`config.mk`:
```
export PLATFORM = sky130hd
export DESIGN_NAME = mem_access
export DESIGN_NICKNAME = d
export VERILOG_FILES = /design/src/rtl/mem_access.sv
export SDC_FILE = /design/constraint.sdc
export NUM_CORES = 1
export LEC_CHECK = 0
export CORE_MARGIN = 10
export CORE_UTILIZATION = 57
export CTS_BUF_LIST = sky130_fd_sc_hd__clkbuf_4 sky130_fd_sc_hd__clkbuf_8
export DETAILED_ROUTE_END_ITERATION = 16
export DONT_BUFFER_PORTS = 1
export MAX_ROUTING_LAYER = met4
export PLACE_DENSITY = 0.8
export REMOVE_ABC_BUFFERS = 1
export SYNTH_ARGS = -nofsm -noshare
export SYNTH_HDL_FRONTEND = slang
export SYNTH_SLANG_ARGS = --single-unit
```
`constraint.sdc`:
```
create_clock -name CLOCK -period 3.7 [get_ports CLOCK]
set_clock_uncertainty 0.15 [all_clocks]
set_input_delay 0.74 -clock CLOCK [delete_from_list [all_inputs] [get_ports CLOCK]]
set_output_delay 0.74 -clock CLOCK [all_outputs]
set_load 0.01 [all_outputs]
```
`src/rtl/mem_access.sv`:
```
// MEM stage: turns EXE/MEM loads and stores into a single-outstanding data
// memory request, stalls upstream while it waits, and retires to MEM/WB.
module mem_access #(
  parameter int ACK_TIMEOUT = 15
) (
  input  logic        CLOCK,
  input  logic        RESET,
  input  logic        Valid_IN,
  input  logic        MemRead_IN,
  input  logic        MemWrite_IN,
  input  logic [1:0]  MemSize_IN,
  input  logic        MemSigned_IN,
  input  logic [31:0] ALUResult_IN,
  input  logic [31:0] StoreData_IN,
  input  logic [4:0]  WriteRegister_IN,
  input  logic        RegWrite_IN,
  output logic        DMemReq_OUT,
  output logic        DMemWrite_OUT,
  output logic [31:0] DMemAddr_OUT,
  output logic [31:0] DMemWData_OUT,
  output logic [3:0]  DMemByteEn_OUT,
  input  logic        DMemAck_IN,
  input  logic [31:0] DMemRData_IN,
  output logic        Stall_OUT,
  output logic        Valid_OUT,
  output logic [31:0] WriteData_OUT,
  output logic [4:0]  WriteRegister_OUT,
  output logic        RegWrite_OUT,
  output logic        Misaligned_OUT,
  output logic        Timeout_OUT
);
  localparam int CW = $clog2(ACK_TIMEOUT + 1);
  localparam logic [CW-1:0] LAST = CW'(ACK_TIMEOUT - 1);

  typedef enum logic [1:0] {IDLE, ACCESS, DONE} state_t;
  state_t state, nextState;

  logic memOp, misaligned, isHalf, isWord, issue, stall;
  logic [1:0] off;
  logic [3:0] byteEn;
  logic [31:0] wData;

  assign memOp = Valid_IN & (MemRead_IN | MemWrite_IN);
  assign off = ALUResult_IN[1:0];
  assign isHalf = (MemSize_IN == 2'b01);
  assign isWord = MemSize_IN[1];
  assign misaligned = (isHalf & off[0]) | (isWord & (off != 2'b00));
  assign issue = memOp & ~misaligned;

  always_comb begin
    byteEn = 4'b1111;
    wData = StoreData_IN;
    unique case (1'b1)
      isWord: byteEn = 4'b1111;
      isHalf: begin
        byteEn = off[1] ? 4'b0011 : 4'b1100;
        wData = {2{StoreData_IN[15:0]}};
      end
      default: begin
        byteEn = 4'b1000 >> off;
        wData = {4{StoreData_IN[7:0]}};
      end
    endcase
  end

  // Everything needed at retirement is latched at issue, so DONE never
  // looks at the (already advancing) EXE/MEM register.
  logic [1:0]    sizeQ, offQ;
  logic          signedQ, storeQ, regWriteQ, timedOutQ;
  logic [4:0]    wregQ;
  logic [31:0]   aluQ, loadQ, loadVal;
  logic [CW-1:0] cnt;
  logic [7:0]    lb;
  logic [15:0]   lh;

  always_comb begin
    unique case (offQ)
      2'd0: lb = DMemRData_IN[31:24];
      2'd1: lb = DMemRData_IN[23:16];
      2'd2: lb = DMemRData_IN[15:8];
      default: lb = DMemRData_IN[7:0];
    endcase
    lh = offQ[1] ? DMemRData_IN[15:0] : DMemRData_IN[31:16];
    loadVal = DMemRData_IN;
    unique case (sizeQ)
      2'b00: loadVal = {{24{signedQ & lb[7]}}, lb};
      2'b01: loadVal = {{16{signedQ & lh[15]}}, lh};
      default: loadVal = DMemRData_IN;
    endcase
  end

  always_ff @(posedge CLOCK or negedge RESET) begin
    if (!RESET) state <= IDLE;
    else state <= nextState;
  end

  always_comb begin
    nextState = state;
    stall = 1'b0;
    unique case (state)
      IDLE: begin
        if (issue) begin
          nextState = ACCESS;
          stall = 1'b1;
        end
      end
      ACCESS: begin
        stall = 1'b1;
        if (DMemAck_IN || cnt == LAST) nextState = DONE;
      end
      DONE: nextState = IDLE;
      default: nextState = IDLE;
    endcase
  end

  assign Stall_OUT = stall & RESET;

  always_ff @(posedge CLOCK or negedge RESET) begin
    if (!RESET) begin
      DMemReq_OUT <= 1'b0;
      DMemWrite_OUT <= 1'b0;
      DMemAddr_OUT <= '0;
      DMemWData_OUT <= '0;
      DMemByteEn_OUT <= '0;
      Valid_OUT <= 1'b0;
      WriteData_OUT <= '0;
      WriteRegister_OUT <= '0;
      RegWrite_OUT <= 1'b0;
      Misaligned_OUT <= 1'b0;
      Timeout_OUT <= 1'b0;
      sizeQ <= '0;
      offQ <= '0;
      signedQ <= 1'b0;
      storeQ <= 1'b0;
      regWriteQ <= 1'b0;
      timedOutQ <= 1'b0;
      wregQ <= '0;
      aluQ <= '0;
      loadQ <= '0;
      cnt <= '0;
    end else begin
      unique case (state)
        IDLE: begin
          Valid_OUT <= Valid_IN & (~memOp | misaligned);
          RegWrite_OUT <= Valid_IN & ~memOp & RegWrite_IN;
          Misaligned_OUT <= memOp & misaligned;
          Timeout_OUT <= 1'b0;
          WriteData_OUT <= ALUResult_IN;
          WriteRegister_OUT <= WriteRegister_IN;
          if (issue) begin
            DMemReq_OUT <= 1'b1;
            DMemWrite_OUT <= MemWrite_IN;
            DMemAddr_OUT <= {ALUResult_IN[31:2], 2'b00};
            DMemWData_OUT <= wData;
            DMemByteEn_OUT <= byteEn;
            sizeQ <= MemSize_IN;
            offQ <= off;
            signedQ <= MemSigned_IN;
            storeQ <= MemWrite_IN;
            regWriteQ <= RegWrite_IN;
            wregQ <= WriteRegister_IN;
            aluQ <= ALUResult_IN;
            cnt <= '0;
          end
        end
        ACCESS: begin
          Valid_OUT <= 1'b0;
          RegWrite_OUT <= 1'b0;
          Misaligned_OUT <= 1'b0;
          Timeout_OUT <= 1'b0;
          if (DMemAck_IN) begin
            loadQ <= loadVal;
            DMemReq_OUT <= 1'b0;
            timedOutQ <= 1'b0;
          end else if (cnt == LAST) begin
            DMemReq_OUT <= 1'b0;
            timedOutQ <= 1'b1;
          end else begin
            cnt <= cnt + 1'b1;
          end
        end
        DONE: begin
          Valid_OUT <= 1'b1;
          WriteRegister_OUT <= wregQ;
          Misaligned_OUT <= 1'b0;
          Timeout_OUT <= timedOutQ;
          RegWrite_OUT <= ~timedOutQ & ~storeQ & regWriteQ;
          WriteData_OUT <= (storeQ | timedOutQ) ? aluQ : loadQ;
        end
        default: ;
      endcase
    end
  end
endmodule
```
# [Word level (Yosys, flattened, before mapping)]
# Index checks and enable logic that the tools add are counted.
[classes] n_eq_ne=12 mux=28 reduce_logical=19 addsub=1 bitwise=21 shifts=1
[op_table] operator="32-bit one-hot mux with 2 select lines" n=3
[op_table] operator="32-bit 2-to-1 mux" n=1
[op_table] operator="8-bit one-hot mux with 3 select lines" n=1
[op_table] operator="16-bit 2-to-1 mux" n=1
[op_table] operator="4-bit 2-to-1 mux" n=4
[op_table] operator="4-bit one-hot mux with 2 select lines" n=2
[op_table] operator="1-bit bitwise AND" n=13
[op_table] operator="2-bit nonzero test" n=6
[op_table] operator="5-bit one-hot mux with 2 select lines" n=1
[op_table] operator="2-bit by 1-bit == test with 1-bit output (second input constant)" n=4
[op_table] operator="2-bit inequality test (second input constant)" n=4
[op_table] operator="1-bit one-hot mux with 2 select lines" n=4
[op_table] operator="2-bit AND reduction" n=4
[op_table] operator="2-bit logical NOT" n=3
[op_table] operator="1-bit 2-to-1 mux" n=6
[op_table] operator="1-bit one-hot mux with 3 select lines" n=2
[op_table] operator="4-bit by 1-bit adder with 4-bit output (second input constant)" n=1
[op_table] operator="2-bit == test (second input constant)" n=2
[op_table] operator="4-bit == test (second input constant)" n=1
[op_table] operator="2-bit 2-to-1 mux" n=2
[op_table] operator="1-bit NOT" n=4
[op_table] operator="1-bit bitwise OR" n=4
[op_table] operator="2-bit one-hot mux with 2 select lines" n=1
[op_table] operator="4-bit AND reduction" n=1
[op_table] operator="other kinds (6)" n=7
[word_totals] in_bits=111 register_bits=191 output_inout_bits=112

# [Longest topological paths before layout]
# Gate-level depths: netlist of the first run.
[logic_depth] depth_word=8 mapped_depth=8 ltp_nobuf=6

# [Worst setup path after synthesis of the first run]
# Ideal clock, no wire load.
[synth_timing] kind="input to output" start="input port MemWrite_IN" end="output port Stall_OUT" path_slack_ps=1334 n_path_buf=1 cell_stages=4 arrival_time_ps=1476 cell_sequence="o21a_1 -> and4_1 -> buf_2 -> o21a_1"
[synth_between] elab_chain_cells=6
[synth_lines] item="from (decl)" line="10" source="input logic MemWrite_IN,"
[synth_lines] item="1-bit bitwise OR" line="43" source="assign memOp = Valid_IN & (MemRead_IN | MemWrite_IN);"
[synth_lines] item="1-bit bitwise AND" line="43"
[synth_lines] item="1-bit bitwise AND" line="48" source="assign issue = memOp & ~misaligned;"
[synth_lines] item="1-bit 2-to-1 mux" line="102" source="if (issue) begin"
[synth_lines] item="1-bit one-hot mux with 2 select lines" line="100" source="unique case (state)"
[synth_lines] item="1-bit bitwise AND" line="116" source="assign Stall_OUT = stall & RESET;"
[synth_lines] item="to (decl)" line="24" source="output logic Stall_OUT,"
# Every way passes these cells.

# [Final worst setup path of the first run]
[layout_timing] start="register state[1]" end="output port Stall_OUT"
[layout_between] elab_chain_cells=3
[layout_lines] item="from (decl)" line="36" source="state_t state, nextState;"
[layout_lines] item="from (signal assigned)" line="94" source="else state <= nextState;"
[layout_lines] item="2-bit by 1-bit == test with 1-bit output / 2-bit logical NOT (equally long branches)" line="100"
[layout_lines] item="1-bit one-hot mux with 2 select lines *" line="100"
[layout_lines] item="1-bit bitwise AND *" line="116"
# Mark *: on every way between the ends. The rest lies on a longest branch, timed or not.

==> results of run 1 <==
## through the flow
stage / worst slack (ns) / setup TNS [ns] / power, mW / instance area (µm²)
after floorplan: -1.847 / -119.22 / 5.455 / 7435
after global placement: 1.036 / 0 / 6.147 / 7741
after detailed placement: 0.9766 / 0 / 6.258 / 7741
after CTS: 0.7186 / 0 / 7.702 / 8179
after global routing: 0.6070 / 0 / 8.217 / 8182
final: 0.7700 / 0 / 7.637 / 8182
## final cells by class
| type | count | area, µm² |
|---|---|---|
| Inverter | 6 | 22.52 |
| Multi-Input combinational cell | 599 | 3447 |
| Fill cell | 1198 | 5592 |
| Tap cell | 180 | 225.2 |
| Timing Repair Buffer | 9 | 67.56 |
| Clock inverter | 10 | 161.4 |
| Sequential cell | 159 | 3979 |
| Antenna cell | 1 | 2.502 |
| Clock buffer | 21 | 276.5 |
## placed cells by master (no fill, tap or decap), types with 3 or more instances in the layout
cell and n:
nand2_1 211, dfrtp_1 159, mux2i_1 69, a21oi_1 67, o21ai_0 55, nor2b_1 34, a211oi_1 34, nor2_1 33
clkbuf_8 19, nand3_1 15, a22oi_1 9, buf_4 9, a22o_1 8, or3_1 7, inv_1 6, o21ai_1 6
ha_1 5, o21a_1 4, a21o_1 4, bufinv_16 4, clkinvlp_4 3
## worst min path at each step
stage / endpoint / depth (start not counted) / slack, ns
final: WriteData_OUT[19] / 0 / -0.18
after global routing: aluQ[19] / 0 / -0.22
after CTS: DMemWData_OUT[28] / 0 / -0.21
after detailed placement: WriteData_OUT[19] / 0 / 0.30
after global placement: WriteData_OUT[21] / 0 / 0.30
after floorplan: DMemByteEn_OUT[0] / 0 / 0.29
## per-layer routing
metal  part of all wire  routed length (µm)  global-route usage  vias to the layer above
met3               0.11                2364             0.09203                       30
met2               0.46                9602              0.3308                      222
met4              0.024                 505             0.08111                        0
li1                   -                   -                   -                     2769
met5                  0                   0                   -                        -
met1               0.40                8311              0.2616                     2749
## sequential cells by signal (all words and copies together) (netlist names)
register and flops:
timedOutQ 1, aluQ 31, signedQ 1, Timeout_OUT 1, wregQ 5, DMemReq_OUT 1, RegWrite_OUT 1, WriteData_OUT 32
DMemWData_OUT 32, Valid_OUT 1, offQ 1, loadQ 32, cnt 4, WriteRegister_OUT 5, storeQ 1, state 2
regWriteQ 1, DMemByteEn_OUT 4, Misaligned_OUT 1, sizeQ 2
## worst max-delay path, stage by stage (launching register included)
cell,delay [ns]
dfrtp_1,0.41
inv_1,0.13
ha_2,0.52
and4_2,0.33
o21a_1,0.19
## power groups by stage
stage,Combinational (mW),Sequential [mW],Clock (mW)
4_1_cts,2.59,3.66,1.45
5_1_grt,2.92,3.77,1.52
3_3_place_gp,2.48,3.67,0
6_report,2.58,3.63,1.43
3_5_place_dp,2.58,3.68,0
2_1_floorplan,2.03,3.43,0
## kinds of logic after synthesis
logic type	after synthesis	share of synthesized area
AOI/OAI and AO/OA	202	0.1576
adders and majority gates	7	0.01105
buffers and inverters	95	0.06506
DFF	159	0.5021
muxes	71	0.09143
other	1	0.0004733
and+or+nand+nor	317	0.1723
## timing repair
| item | 4_1_cts | 5_1_grt |
|---|---|---|
| resized for setup | 0 | 0 |
| endpoints found under the setup margin | 0 | 0 |
| endpoints found under the hold margin | 159 | 159 |
| setup buffers | 0 | 0 |
==> impl_metrics.py, run 1 <==
metrics = {
    "placement": {
        "dp_hpwl_mm": 14.49,
        "port_buffers": 0,
        "finalWeightedCongestion": 0.8252,
        "dp.cells": 953,
    },
    "detailed_routing": {
        "dr_total_vias": 5770,
        "wl_per_cell_um": 21.10,
        "firstDrtPassIters": 5,
        "finalWirelength_mm": 20.78,
        "ant_nets": 0,
        "drc": 0,
        "via_per_inst": 5.858,
        "drt_iter0_markers": 364,
    },
    "clock_tree": {
        "clkSlewWorstSetupHoldPaths_ns": 0.08,
        "cts-root-buf": "clkbuf_8",
        "tritoncts_num_sinks": 159,
        "cts_tree": "built",
        "cts_buffer_depth": 2,
        "htree_num_levels": 4,
        "worstSkewPairLatency_ns": 0.46,
        "cts_made_buffers": 17,
    },
    "synth": {
        "synthCells": 852,
        "syn_avg_cell_area_um2": 9.300,
        "synthArstFlopShare": 1.000,
        "synth_commonest_cells": "nand2_1 (211), dfrtp_1 (159), mux2i_1 (69)",
        "yosysMostFrequentCell": "nand2_1",
        "synthTopCellsByArea": "dfrtp_1 (50%), nand2_1 (10%), mux2i_1 (8.7%)",
        "ys_warn_count": 0,
        "synth_ff_type": "dfrtp_1",
        "synth-edff-count": 0,
        "yosysTopAreaCell": "dfrtp_1",
        "syn_area_um2": 7924,
        "yosysUniqueCellTypes": 45,
        "ys_ff_latch": 159,
        "yosysSeqAreaShare": 0.5021,
        "netlist.area_leader.share": 0.5021,
    },
    "layout": {
        "utilization": 0.5940,
        "nets": 910,
        "drive_gt1_frac": 0.06716,
        "layout.cells.non_filler": 985,
        "area_delta_synth_final_pct": 3.253,
    },
    "die": {
        "dieHeight_um": 137.9,
        "fp.dieArea_um2": 19020,
        "row_count": 43,
        "start_util": 0.5753,
        "coreArea_um2": 13770,
        "io_pins": 223,
        "die_w_um": 137.9,
    },
    "sta": {
        "worstMarginPinSlew_ns": 0.8117,
        "min_period_ns": 2.930,
        "maxSlewViolCount": 0,
        "hold_slack_ns": -0.1847,
        "hold_violations": 159,
        "fmax_mhz": 341.3,
        "slew_headroom": 0.4576,
        "setup_viol": 0,
        "fin_crit_sh": 0.7919,
        "grt_setup_unrepaired": "false",
    },
    "status": {
        "failed_checks": "negative hold slack",
        "status": "finished with violations",
    },
    "setup_path": {
        "worstSetupStartpointType": "flip-flop",
        "r2r_slack_ns": 1.00,
        "rr_startpoint": "state[1]",
        "cp.required_ns": 2.81,
        "crit_fanout": 25,
        "endpoint": "Stall_OUT",
        "crit_start": "state[1]",
        "critPathKind": "flip-flop to output port",
        "critPathCaptureType": "output port",
        "cp.arrival_ns": 2.04,
        "rr_endpoint": "cnt[2]",
        "r2r_cells": 6,
    },
    "global_route": {
        "grt_max_degree": 161,
        "grt_overflow": 0,
        "grt_usage": 0.2205,
        "antenna_found_initial": 1,
        "grt_pass1_vias": 5740,
        "grt_pass1_wl_mm": 31.66,
    },
    "pwr": {
        "p_switching_mw": 3.173,
        "pwr-share-seq": 0.476,
        "p_per_area_nw_per_um2": 933.4,
        "p_leak_nw": 3.855,
        "swShare": 0.4155,
        "pwr-share-comb": 0.338,
        "peakVddDrop_uv": 384.8,
        "intPower_mw": 4.464,
        "p_clk_frac": 0.187,
    },
    "worst_hold_path": {
        "hold_path.class": "primary input to async pin",
    },
    "flow_run": {
        "cap_violations": 0,
    },
}
Note: power is estimated with default switching activity, not from simulation.
==> inputs of run 2 (changes only) <==
- clock period: 3.7 -> 3.1 ns (I/O delays scaled with it)
==> run 2 against run 1 <==
The run still ends with negative hold slack left; global-route usage is 0.39 points higher; power is 18% higher; setup slack worse by 0.20 ns; critical path depth is 1 lower; cell area is 0.12% lower; clock power is 5% higher; first-iteration DRC count is 5.5% higher; wire length is 0.66% higher.
==> impl_metrics.py, run 2 (synthesis gave the netlist of run 1 again) <==
metrics = {
    "status": {
        "status": "finished with violations",
        "failed_checks": "negative hold slack",
    },
    "clock_tree": {
        "tritoncts_num_sinks": 159,
        "cts_buffer_depth": 2,
        "cts-root-buf": "clkbuf_8",
        "htree_num_levels": 4,
        "worstSkewPairLatency_ns": 0.46,
        "cts_setup_buffers": 0,
        "cts_tree": "built",
        "cts_made_buffers": 17,
        "clkSlewWorstSetupHoldPaths_ns": 0.08,
        "ctsResizeCount": 0,
    },
    "die": {
        "row_count": 43,
        "io_pins": 223,
        "dieHeight_um": 137.9,
        "start_util": 0.5753,
        "fp.dieArea_um2": 19020,
        "coreArea_um2": 13770,
        "die_w_um": 137.9,
    },
    "global_route": {
        "antenna_found_initial": 1,
        "grt_pass1_vias": 5746,
        "grt_usage": 0.2244,
        "grt_max_degree": 161,
        "grt_pass1_wl_mm": 32.20,
        "grt_overflow": 0,
    },
    "pwr": {
        "peakVddDrop_uv": 516.4,
        "p_per_area_nw_per_um2": 1099,
        "p_leak_nw": 3.850,
        "total_power_mw": 8.978,
    },
    "setup_path": {
        "cp.arrival_ns": 1.76,
        "critPathCaptureType": "output port",
        "critPathKind": "flip-flop to output port",
        "worstSetupStartpointType": "flip-flop",
        "crit_family": "adder cells",
        "slowest_delay_ns": 0.48,
        "timing.critical_path.buf_inv": 1,
        "crit_chain": "inv_1 -> ha_1 -> o21a_1",
        "crit_fanout": 15,
        "crit_slowest_cell": "ha_1",
        "cp.required_ns": 2.33,
    },
    "layout": {
        "layout_common_cells": "nand2_1 (211), dfrtp_1 (159), mux2i_1 (69)",
        "drive_gt1_frac": 0.07063,
        "layout_commonest_cell": "nand2_1",
        "regArea_um2": 3979,
        "reg_top3": "DMemWData_OUT x32, WriteData_OUT x32, loadQ x32",
        "nets": 912,
        "layout.cells.non_filler": 988,
        "nFillCells": 1196,
        "multiInputGateArea_um2": 3447,
        "area_delta_synth_final_pct": 3.127,
    },
    "sta": {
        "fmax_mhz": 395.8,
        "worstMarginPinSlew_ns": 0.8284,
        "fin_crit_sh": 0.8151,
        "min_period_ns": 2.527,
        "slew_headroom": 0.4457,
        "maxSlewViolCount": 0,
        "setup_tns_ns": 0,
        "hold_slack_ns": -0.3007,
        "hold_violations": 159,
        "grt_setup_unrepaired": "false",
        "layout_setup_ws_ns": 0.5733,
        "setup_viol": 0,
    },
    "worst_hold_path": {
        "hold_path.class": "primary input to async pin",
    },
    "detailed_routing": {
        "drt_iter0_markers": 384,
        "via_per_inst": 5.846,
        "ant_nets": 0,
        "finalWirelength_mm": 20.92,
        "wl_per_cell_um": 21.18,
        "drc": 0,
        "dr_total_vias": 5776,
        "firstDrtPassIters": 5,
    },
    "flow_run": {
        "cap_violations": 0,
    },
    "placement": {
        "finalWeightedCongestion": 0.8460,
        "port_buffers": 0,
        "dp_hpwl_mm": 14.71,
        "dp.cells": 955,
        "dpl_worst_slack_ns": 0.8449,
    },
}
## run 2: cell types whose count changed in the layout (fill, tap and decap cells not counted), sizes merged
cell and delta:
bufinv -3, clkinv +1, clkinvlp +1, buf +2, clkbuf +2
## run 2: report_power, final
group          internal (mW)  switching, mW  leakage, nW
combinational           1.33           1.84         1.71
clock                  0.734          0.762        0.191
sequential              3.10           1.21         1.95
total                   5.17           3.81         3.85
## run 2: final timing paths
kind                            startpoint           endpoint  slack [ns]  cells past startpoint
max                               state[1]          Stall_OUT        0.57                      3
max reg2reg                       state[1]          loadQ[25]        0.89                      6
min                                  RESET  WriteData_OUT[20]       -0.30                      0
min in group CLOCK         StoreData_IN[2]   DMemWData_OUT[2]        0.11                      2
min reg2reg                      regWriteQ          regWriteQ        0.33                      2
max in group asynchronous            RESET           aluQ[29]        2.85                      0
## run 2: per-layer routing
layer / vias up / track usage / part of all wire
li1: 2767 / - / -
met1: 2732 / 0.2734 / 0.40
met2: 250 / 0.3273 / 0.46
met3: 27 / 0.1036 / 0.12
met4: 0 / 0.06895 / 0.018
met5: - / - / 0
## run 2: final cells by class
cell class	count	area share
Clock buffer	23	0.03721
Multi-Input combinational cell	599	0.4218
Tap cell	180	0.02756
Sequential cell	159	0.4869
Clock inverter	9	0.01026
Inverter	6	0.002756
Antenna cell	1	0.0003062
Timing Repair Buffer	11	0.01317
## run 2: metrics by stage
stage | util | area (µm²)
finish | 0.5933 | 8172
global route | 0.5933 | 8172
CTS | 0.5931 | 8169
detailed placement | 0.5650 | 7781
global placement | 0.5650 | 7781
floorplan | - | 7435
==> variant (settings of run 1) <==
Register the output `Timeout_OUT` once more, with the module's reset; this adds one clock of latency there. The other outputs are not delayed to match.
--- a/src/rtl/mem_access.sv
+++ b/src/rtl/mem_access.sv
@@ -35,2 +35,4 @@
   typedef enum logic [1:0] {IDLE, ACCESS, DONE} state_t;
+
+  logic Timeout_OUT_s0;
   state_t state, nextState;
@@ -129,3 +131,3 @@
       Misaligned_OUT <= 1'b0;
-      Timeout_OUT <= 1'b0;
+      Timeout_OUT_s0 <= 1'b0;
       sizeQ <= '0;
@@ -146,3 +148,3 @@
           Misaligned_OUT <= memOp & misaligned;
-          Timeout_OUT <= 1'b0;
+          Timeout_OUT_s0 <= 1'b0;
           WriteData_OUT <= ALUResult_IN;
@@ -169,3 +171,3 @@
           Misaligned_OUT <= 1'b0;
-          Timeout_OUT <= 1'b0;
+          Timeout_OUT_s0 <= 1'b0;
           if (DMemAck_IN) begin
@@ -185,3 +187,3 @@
           Misaligned_OUT <= 1'b0;
-          Timeout_OUT <= timedOutQ;
+          Timeout_OUT_s0 <= timedOutQ;
           RegWrite_OUT <= ~timedOutQ & ~storeQ & regWriteQ;
@@ -193,2 +195,10 @@
   end
+  always_ff @(posedge CLOCK or negedge RESET) begin
+    if (!RESET) begin
+      Timeout_OUT <= '0;
+    end else begin
+      Timeout_OUT <= Timeout_OUT_s0;
+    end
+  end
+
 endmodule
Formal check against the unedited RTL: no difference found for any inputs over 4 cycles, from zero or initial values and one cycle with RESET low; that may be too few to reach the edited logic, so the function may still have changed.
==> variant against run 1 <==
- the flow still finishes with violations (hold timing)
- power is 1.1% lower
- critical path depth is the same
- final area down 0.23%
- wire length increased by 5.3%
- sequential power increased by 2%
- area after synthesis rose by 0.65%
- combinational power hardly changed
- sequential cell count increased by 1
- setup slack better by 260 ps
- clock power down 12%
- non-clock buffer count is 1 lower
- count of clock-buffer cells in the layout is 1 lower
- global-route usage rose by 1.0 points
==> variant: results (changes against run 1) <==
- Outcome: finished with violations
- Failing checks: hold timing
- P_leak: 3.88 nW (+0.75%)
- Maximum number of pins on one net before global-route repair: 162 (+0.62%)
- Vias: 5976 (+3.6%)
- Measured slew at the worst slew-check pin: 1030 ps (+223 ps)
- Final Hold Viols: 160 (+0.63%)
- Post-DP Area: 0.00779 mm² (+0.61%)
- Placed cell count: 946 (-0.73%)
- Reg-to-reg endpoint: loadQ[9]$_DFFE_PN0P_
- Post-Synthesis Cells: 848 (-0.47%)
- Share of cells above drive strength 1: 8.16% (+1.4 points)
- Arr. time, crit path: 1780 ps (-260 ps)
- Most common library cells after synthesis: nand2_1, dfrtp_1, mux2i_1, a21oi_1, o21ai_0
- Worst vdd ir: 0.431 mV (+12%)
- Fin nets: 903 (-0.77%)
- Worst r2r path cells: 3 (-3)
- Hold_ws: -177 ps (+7.58 ps)
- Starting DRT DRC Count: 523 (+44%)
- Flop2flop setup slack: 1120 ps (+120 ps)
- Seq/Total Area, Yosys: 50.2% (about the same)
- CP Max Fanout: 7 (-72%)
- Global placement routability congestion: 0.847 (+2.7%)
- First-pass GRT wire length: 34.9 mm (+10%)
- Gr usage total: 23.1% (+1.0 points)
- Avg Vias per Cell: 6.12 (+4.4%)
- Vias in the first global route: 6165 (+7.4%)
- Diodes inserted: 0 (-1)
-- variant: logic make-up after synthesis --
logic type | count (synthesis) | synth area share, %
AOI/OAI and AO/OA | 175 | 14.1
DFF | 160 | 50.2
adders and majority gates | 7 | 1.10
buffers and inverters | 99 | 6.67
other | 1 | 0.0470
muxes | 65 | 8.33
and+or+nand+nor | 341 | 19.6
-- variant: routing by layer --
metal | routed length (µm) | track usage [%] | share of wire (%)
met5 | 0 | - | 0
met4 | 404 | 7.88 | 1.8
met3 | 2920 | 10.4 | 13
met2 | 10100 | 34.6 | 46
met1 | 8480 | 27.1 | 39
-- variant: critical path, cell delays in order, from the launching register on --
cell and delay (ps):
dfrtp_1 420, inv_1 130, ha_2 320, and4_2 260, o21a_1 200
-- variant: area by class of cell --
class,instances,area share [%]
clock buffers,20,3.14
clock inverters,11,1.44
inverters,8,0.368
multi-input cells,590,42.4
flip-flops and latches,160,49.0
well taps,180,2.76
repair buffers,8,0.889
-- variant: worst max path at each step --
| stage | from | endpoint | slack, ps | cells after the start |
|---|---|---|---|---|
| final | state[0]$_DFFE_PN0P_ | Stall_OUT | 1030 | 4 |
| after global routing | state[0]$_DFFE_PN0P_ | Stall_OUT | 920 | 4 |
| after CTS | state[0]$_DFFE_PN0P_ | Stall_OUT | 970 | 4 |
| after detailed placement | ALUResult_IN[0] | cnt[2]$_DFFE_PN0P_ | 1180 | 5 |
| after global placement | aluQ[1]$_DFFE_PN0P_ | loadQ[9]$_DFFE_PN0P_ | 1260 | 3 |
| after floorplan | state[0]$_DFFE_PN0P_ | DMemByteEn_OUT[1]$_DFFE_PN0P_ | -1780 | 5 |
-- variant: report_power, final --
group / internal (mW) / switching, mW
Sequential: 2.60 / 1.11
Combinational: 1.09 / 1.50
Clock: 0.612 / 0.645
Total: 4.30 / 3.25
